$ cat src/rtl/id_hazard_scoreboard.sv
// id_hazard_scoreboard: decode-stage issue gate that tracks pending register writes
//
// Keeps a small saturating-free pending-write counter per architectural register
// (register 0 is never tracked) and holds decode->execute issue on RAW/WAW hazards.
// A flush pulse moves the block into DRAIN, where issue is blocked until every
// in-flight write has retired through writeback.
//
// Build option: define SCOREBOARD_BYPASS_EN to let a same-cycle writeback of the
// last pending write clear a RAW hazard (EX picks the value off the forward path).
//
// Ports:
//   clk, rst          clock (rising edge), asynchronous active-high reset
//   id_valid/id_ready decode handshake; id_ready is issue_ready gated by hazard
//   id_rs1/id_rs2/id_rd, id_use_rs1/id_use_rs2/id_wr_rd  decoded operand fields
//   issue_valid/issue_ready  handshake towards EX
//   wb_valid/wb_rd    writeback retiring one pending write
//   flush             one-cycle flush request
//   busy_mask         bit i set while register i has pending writes
//   inflight          total pending writes across all registers
//   stall_cycles      saturating count of cycles a valid instruction was held
//   wb_underflow      sticky flag: writeback arrived for a register with nothing pending
module id_hazard_scoreboard #(
    parameter int NUM_REGS = 32,
    parameter int REG_AW   = 5,
    parameter int CNT_W    = 2,
    parameter int PERF_W   = 16
) (
    input  logic                clk,
    input  logic                rst,
    input  logic                id_valid,
    output logic                id_ready,
    input  logic [REG_AW-1:0]   id_rs1,
    input  logic [REG_AW-1:0]   id_rs2,
    input  logic [REG_AW-1:0]   id_rd,
    input  logic                id_use_rs1,
    input  logic                id_use_rs2,
    input  logic                id_wr_rd,
    output logic                issue_valid,
    input  logic                issue_ready,
    input  logic                wb_valid,
    input  logic [REG_AW-1:0]   wb_rd,
    input  logic                flush,
    output logic [NUM_REGS-1:0] busy_mask,
    output logic [7:0]          inflight,
    output logic [PERF_W-1:0]   stall_cycles,
    output logic                wb_underflow
);
    localparam logic [CNT_W-1:0] CNT_MAX = '1;

    typedef enum logic {RUN, DRAIN} state_t;

    state_t            state, state_next;
    logic [CNT_W-1:0]  cnt [NUM_REGS];
    logic [CNT_W-1:0]  cnt_rs1, cnt_rs2, cnt_rd, cnt_wb;
    logic              byp1, byp2, hazard, fire, inc, dec, underflow_hit;
    logic [7:0]        inflight_next;

    assign cnt_rs1 = cnt[id_rs1];
    assign cnt_rs2 = cnt[id_rs2];
    assign cnt_rd  = cnt[id_rd];
    assign cnt_wb  = cnt[wb_rd];

`ifdef SCOREBOARD_BYPASS_EN
    // Only the last outstanding write can be forwarded; older ones are still stale.
    assign byp1 = wb_valid && wb_rd == id_rs1 && cnt_rs1 == CNT_W'(1);
    assign byp2 = wb_valid && wb_rd == id_rs2 && cnt_rs2 == CNT_W'(1);
`else
    assign byp1 = 1'b0;
    assign byp2 = 1'b0;
`endif

    // Flush blocks issue in its own cycle, so the flushed instruction never counts.
    assign hazard = state == DRAIN || flush
                 || (id_use_rs1 && id_rs1 != '0 && cnt_rs1 != '0 && !byp1)
                 || (id_use_rs2 && id_rs2 != '0 && cnt_rs2 != '0 && !byp2)
                 || (id_wr_rd && id_rd != '0 && cnt_rd == CNT_MAX);

    assign fire          = issue_valid && issue_ready;
    assign inc           = fire && id_wr_rd && id_rd != '0;
    assign dec           = wb_valid && wb_rd != '0 && cnt_wb != '0;
    assign underflow_hit = wb_valid && wb_rd != '0 && cnt_wb == '0;
    assign inflight_next = inflight + 8'(inc) - 8'(dec);

    always_ff @(posedge clk or posedge rst) begin
        if (rst)
            state <= RUN;
        else
            state <= state_next;
    end

    // DRAIN exits on the same edge that retires the last pending write.
    always_comb begin
        state_next = state;
        if (state == RUN)
            state_next = flush ? DRAIN : RUN;
        else
            state_next = (flush || inflight_next != '0) ? DRAIN : RUN;
    end

    always_comb begin
        issue_valid = id_valid && !hazard;
        id_ready    = issue_ready && !hazard;
    end

    // A same-register issue and writeback in one cycle cancel out.
    always_ff @(posedge clk or posedge rst) begin
        if (rst) begin
            for (int i = 0; i < NUM_REGS; i++)
                cnt[i] <= '0;
        end else begin
            for (int i = 1; i < NUM_REGS; i++) begin
                if (inc && id_rd == REG_AW'(i) && !(dec && wb_rd == REG_AW'(i)))
                    cnt[i] <= cnt[i] + CNT_W'(1);
                else if (dec && wb_rd == REG_AW'(i) && !(inc && id_rd == REG_AW'(i)))
                    cnt[i] <= cnt[i] - CNT_W'(1);
            end
        end
    end

    always_comb begin
        busy_mask = '0;
        for (int i = 1; i < NUM_REGS; i++)
            busy_mask[i] = cnt[i] != '0;
    end

    always_ff @(posedge clk or posedge rst) begin
        if (rst) begin
            inflight     <= '0;
            stall_cycles <= '0;
            wb_underflow <= 1'b0;
        end else begin
            inflight <= inflight_next;
            if (id_valid && hazard && stall_cycles != '1)
                stall_cycles <= stall_cycles + PERF_W'(1);
            if (underflow_hit)
                wb_underflow <= 1'b1;
        end
    end
endmodule

$ cat config.mk
export PLATFORM = sky130hd
export DESIGN_NAME = id_hazard_scoreboard
export DESIGN_NICKNAME = d
export VERILOG_FILES = /design/src/rtl/id_hazard_scoreboard.sv
export SDC_FILE = /design/constraint.sdc
export NUM_CORES = 1
export LEC_CHECK = 0
export BUFFER_PORTS_ARGS = -buffer_cell sky130_fd_sc_hd__buf_2
export CAP_MARGIN = 25
export CELL_PAD_IN_SITES_DETAIL_PLACEMENT = 1
export CELL_PAD_IN_SITES_GLOBAL_PLACEMENT = 2
export CORE_ASPECT_RATIO = 1.2
export CORE_MARGIN = 10
export CORE_UTILIZATION = 36
export CTS_CLUSTER_DIAMETER = 120
export DETAILED_ROUTE_END_ITERATION = 6
export PLACE_DENSITY_LB_ADDON = 0.3
export SETUP_SLACK_MARGIN = 0.3
export SLEW_MARGIN = 15
export SYNTH_ARGS = -nofsm -noshare
export SYNTH_HDL_FRONTEND = slang
export SYNTH_SLANG_ARGS = --single-unit
$ cat constraint.sdc
create_clock -name clk -period 5.2 [get_ports clk]
set_input_delay 0.78 -clock clk [delete_from_list [all_inputs] [get_ports clk]]
set_output_delay 0.78 -clock clk [all_outputs]
set_load 0.03 [all_outputs]
---- After elaboration in Yosys (flattened, before gate mapping) ----
Cells that the tools add are included.
operators by class
  $add $sub $neg .......................... 65
  $lt $le $gt $ge ......................... 4
  equal/unequal tests ..................... 64
  mux-type cells .......................... 77
  bitwise gates (word level) .............. 4
  reduce and logical (&&, ||, !) cells .... 279
operator list
  kind                                                                   count
  5-bit equality test, second input constant                             32
  1-bit logical AND                                                      140
  2-bit two-way mux                                                      70
  2-bit nonzero test                                                     65
  5-bit by 4-bit equality test with 1-bit output, second input constant  16
  1-bit zero test                                                        63
  2-bit by 1-bit adder with 2-bit output, second input constant          31
  2-bit by 1-bit subtractor with 2-bit output, second input constant     31
  2-bit binary-select mux with 5-bit select                              4
  5-bit by 3-bit equality test with 1-bit output, second input constant  8
  6-bit >= comparator, second input constant                             4
  5-bit inverter with 6-bit output                                       4
  5-bit by 2-bit equality test with 1-bit output, second input constant  4
  5-bit nonzero test                                                     4
  16-bit by 1-bit adder with 16-bit output, second input constant        1
  16-bit inequality test, second input constant                          1
  5-bit by 1-bit equality test with 1-bit output, second input constant  2
  8-bit by 1-bit adder with 8-bit output                                 1
  8-bit nonzero test                                                     1
  8-bit by 1-bit subtractor with 8-bit output                            1
  1-bit logical OR                                                       5
  1-bit two-way mux                                                      3
  2-bit equality test, second input constant                             1
  2-bit zero test                                                        1
word-level totals
  register bits ........................... 88
  bits of input ports ..................... 29
  output and inout bits ................... 59
  word-level logic and storage cells ...... 528

---- Depth between registers and ports, before layout ----
  word-level depth ........................ 20
  mapped depth ............................ 19
  mapped depth without buffers ............ 18

---- Worst setup path after synthesis ----
No wires, ideal clock.
  kind .................................... input to register
  start point ............................. input id_rs1[0]
  end point ............................... register state
  setup time .............................. 0.126 ns
  arrival ................................. 4.737 ns
  data required time ...................... 5.074 ns
  path slack .............................. 0.337 ns
  stages on the path ...................... 17
  path buffers ............................ 1
  cell sequence ........................... buf_4 > inv_2 > mux4_2 > o211ai_1 > o221ai_4 > or3_1 > ha_1 > inv_1 > ha_1 > fa_1 > a21o_1 > a21oi_1 > o21bai_1 > a21oi_1 > xnor2_1 > or4_1 > o32a_1
on the way
  word-level cells in the longest chain between the ends .. 20
  elaborated cells on any way between the ends .. 22
  those cells by class .................... add/sub (2); mux (5); bitwise (1); reduce/logical (14)
ends and longest elaborated chain
  element                                                 RTL line  source
  from (decl)                                             32        input logic [REG_AW-1:0] id_rs1,
  5-bit inverter with 6-bit output (not written as such)  58        assign cnt_rs1 = cnt[id_rs1];
  2-bit binary-select mux with 5-bit select               58
  2-bit two-way mux (not written as such) (2 in series)   58
  2-bit nonzero test                                      74        || (id_use_rs1 && id_rs1 != '0 && cnt_rs1 != '0 && !byp1)
  1-bit logical AND *                                     74
  1-bit logical OR *                                      74
  1-bit logical OR *                                      75        || (id_use_rs2 && id_rs2 != '0 && cnt_rs2 != '0 && !byp2)
  1-bit logical OR *                                      76        || (id_wr_rd && id_rd != '0 && cnt_rd == CNT_MAX);
  [... 5 more ...]                                        --
  8-bit by 1-bit adder with 8-bit output *                82        assign inflight_next = inflight + 8'(inc) - 8'(dec);
  8-bit by 1-bit subtractor with 8-bit output *           82
  named net inflight_next[6]                              56        logic [7:0] inflight_next;
  8-bit nonzero test *                                    97        state_next = (flush || inflight_next != '0) ? DRAIN : RUN;
  1-bit logical OR *                                      97
  1-bit two-way mux *                                     97
  1-bit two-way mux *                                     94        if (state == RUN)
  named net state_next                                    52        state_t state, state_next;
  to (signal assigned)                                    88        state <= state_next;
  to (decl)                                               52
Mark *: on every way through the listed nets, which the timed path passes. The rest lies on a longest branch. The select of a mux whose other input is x is not followed.
A chain may end at the register's enable or synchronous reset.

---- Worst setup path in the final report ----
Same ends and word-level chain as after synthesis.

==> results.toml <==
[status]
outcome = "finished clean"

[synthesis]
avgSynthCellArea_sq_um = 9.285
synth_top_cell_by_area = "dfrtp_1"
synth_ff_type = "dfrtp_1"
synth_top_cell_area_share_pct = 35.14
yosysSeqAreaShare_pct = 35.14
synthTopCellsByArea = "dfrtp_1 (35%), xor2_1 (10%), ha_1 (8.0%)"
postSynthCellCount = 675
synthesis.area_sq_um = 6267
async_flop_share_pct = 100.0
synth_fp_nets = 745
synth-edff-count = 0
yosysUniqueCellTypes = 66
synth-seq-cells = 88
yosysWarnings = 2

[floorplan]
start_util_pct = 36.91
num_io_pins = 88
core_area_sq_um = 16980
dieWidth_um = 140.4
die_area_sq_um = 23110
die_y_um = 164.5
rows = 52

[timing]
setup_viol = 0
drv_slew = 0
rsz0062_at_grt = "no"
skew_ns = 0.009086
period_needed_ns = 4.700
max-slew-margin-rel_pct = 38.31
worstMarginPinSlew_ns = 0.9169
hold_violations = 0
post-route-period-util_pct = 90.38
setup_slack_ns = 0.5002
fin_tns_setup_ns = 0
clock.fmax_mhz = 212.8

[global_routing]
grt_pass1_wl_mm = 33.77
grt_max_degree = 48
antenna_found_initial = 0
grt_pass1_vias = 6053
gr-total-overflow = 0
track_usage_pct = 18.47

[final_layout]
finalNetCount = 854
layout-drive-gt1-share_pct = 23.70
antennaDiodeCount = 0
final_util_pct = 43.83
area_growth_syn_to_layout_pct = 18.77
stdcell_area_sq_um = 7443

[clock_network]
cts_tree = "built"
clkTransAtPathRegs_ns = 0.07
htreeDepth = 3
cts_setup_buffers = 0
clk_latency_ns = 0.36
cts_root_buf = "clkbuf_16"
clockBufferDepth = 2
numClockSinks = 88
cts_buffers = 9

[worst_setup_path]
path_cells = "buf_2 -> or3b_2 -> a32oi_2 -> a221oi_2 -> a21oi_2 -> o221ai_4 -> or3_1 -> ha_1 -> inv_1 -> ha_1 -> fa_2 -> a21o_1 -> a21oi_2 -> o21bai_1 -> a21oi_1 -> xnor2_1 -> or4_1 -> o32a_1"
critPathMaxFanout = 8
critPathTopFamily = "compound AO/OA/AOI/OAI gates"
cp_slowest_cell = "or4_1"
arrival_ns = 4.94
path_buf_inv = 2
worstSetupPathType = "in2reg"
crit_path_max_incr_delay_ns = 0.54
reg2reg_slack_ns = 0.51
start_kind = "input pin"
crit_required_ns = 5.44
worst_setup_path_end_kind = "flip-flop"

[pwr]
power_density_nw_per_um2 = 542.7
power_uw = 4039
power_leakage_uw = 0.003618
irDropWorstVdd_mv = 0.2637

[worst_hold_path]
hold_class = "reg2reg"

[detailed_routing]
viasPerCell = 5.406
ant_nets = 0
first_pass_iters = 4
wl_per_cell_um = 21.14
drtIter0Drc = 306
vias = 5433
drc = 0
routed_wl_mm = 21.25

[place]
pre_cts_ws_ns = 0.05184
gp_congestion = 0.8653
place_hpwl_mm = 17.12
placed_area_sq_um = 7109
io_buffers = 86

[run]
max_cap_violations = 0
[synth_stat cells, types with 2 or more instances]
library cell	n
a211oi_1	5
a21o_1	3
a21oi_1	9
a311oi_1	5
a31oi_1	2
a32oi_1	3
and2_1	3
and3_1	7
buf_1	2
buf_2	5
buf_4	2
clkbuf_1	9
dfrtp_1	88
ha_1	40
inv_1	44
inv_2	3
mux2_1	2
mux2_2	2
mux4_2	18
nand2_1	66
nand2b_1	7
nand3_1	30
nand4_1	5
nor2_1	104
nor2b_1	5
nor3_1	11
nor3_2	4
nor3b_1	2
nor4_1	7
nor4_2	2
o211ai_1	6
o21ai_0	11
o21bai_1	2
o22ai_1	2
or2_1	6
or2_2	6
or3_1	3
or3b_2	3
or4_1	3
xnor2_1	39
xor2_1	74
[area by class of cell]
cell class	count	area [sq um]
Clock buffer	9	225.2
Inverter	47	177.7
Fill cell	2013	9538
Tap cell	216	270.3
Clock inverter	7	77.57
Timing Repair Buffer	117	663.1
Sequential cell	88	2203
Multi-Input combinational cell	521	3826
[where the power goes]
part	total (uW)	switching, uW	internal, uW
Combinational	2060	1280	782
Sequential	1300	348	949
Clock	685	307	378
Total	4040	1930	2110
[sequential cells by signal (all words and copies together) (netlist names)]
name,flops
cnt,62
wb_underflow,1
inflight,8
state,1
stall_cycles,16
[cell usage in the layout, fill, tap and decap left out, types with 5 or more instances in the layout]
cell type  count
a211oi_1       5
a21oi_1        8
a311oi_1       5
and3_1         7
buf_2         86
buf_4         31
clkbuf_16      9
dfrtp_1       87
ha_1          40
inv_1         43
mux4_2        18
nand2_1       66
nand2b_1       7
nand3_1       30
nand4_1        5
nor2_1       104
nor2b_1        5
nor3_1        11
nor4_1         6
o211ai_1       6
o21ai_0       11
or2_2          6
xnor2_1       39
xor2_1        74
[stage by stage]
stage | hold WS [ns] | instances
2_1_floorplan | 0.4555 | 675
6_report | 0.4830 | 1005
5_1_grt | 0.5022 | 1005
3_5_place_dp | 0.4599 | 989
4_1_cts | 0.4857 | 1005
3_3_place_gp | 0.4442 | 989
[worst reg2reg max path, delay by kind of cell (launching register included)]
family	cells	cell delay, ns
AND/OR/NAND/NOR	4	1.43
buffers and inverters	1	0.04
flip-flops	1	0.44
multiplexers	1	0.45
AO/OA/AOI/OAI	7	1.25
XOR/XNOR	1	0.10
adder cells (fa/ha/maj)	3	0.87
[layer usage]
| layer | up-vias | global-route usage, % | wire length [um] |
|---|---|---|---|
| met2 | 167 | 31.58 | 10470 |
| met3 | 30 | 4.108 | 1345 |
| met5 | - | 0 | 0 |
| met1 | 2715 | 22.59 | 8963 |
| met4 | 0 | 5.968 | 470 |
| li1 | 2521 | - | - |
[worst paths after layout]
| check | from | end | cells after the start |
|---|---|---|---|
| max in group asynchronous | rst | cnt[12]$_DFFE_PP0P_ | 3 |
| worst min register to register | wb_underflow$_DFFE_PP0P_ | wb_underflow$_DFFE_PP0P_ | 1 |
| worst max-delay path | id_rs1[0] | state$_DFF_PP0_ | 18 |
| worst max register to register | cnt[54]$_DFFE_PP0P_ | state$_DFF_PP0_ | 17 |
| worst min-delay path | wb_underflow$_DFFE_PP0P_ | wb_underflow$_DFFE_PP0P_ | 1 |
| min in group asynchronous | rst | stall_cycles[0]$_DFFE_PP0P_ | 2 |
[repair_timing]
item,4_1_cts,5_1_grt
hold buffers,0,0
setup endpoints to repair,0,1
gates resized for setup,0,9
endpoints found under the hold margin,0,0
[logic make-up (layout without fill, tap and decap cells)]
logic type / after synthesis / count (layout) / share of synthesized area, %
AOI/OAI and AO/OA: 68 / 68 / 8.545
and+or+nand+nor: 276 / 276 / 20.68
buffers and inverters: 66 / 180 / 4.292
muxes: 22 / 22 / 7.187
xor gates and xnor gates: 113 / 113 / 15.79
other: 1 / 1 / 0.05983
DFF: 88 / 88 / 35.14
adders and majority gates: 41 / 41 / 8.305
Power figures use the tool's default switching activity.
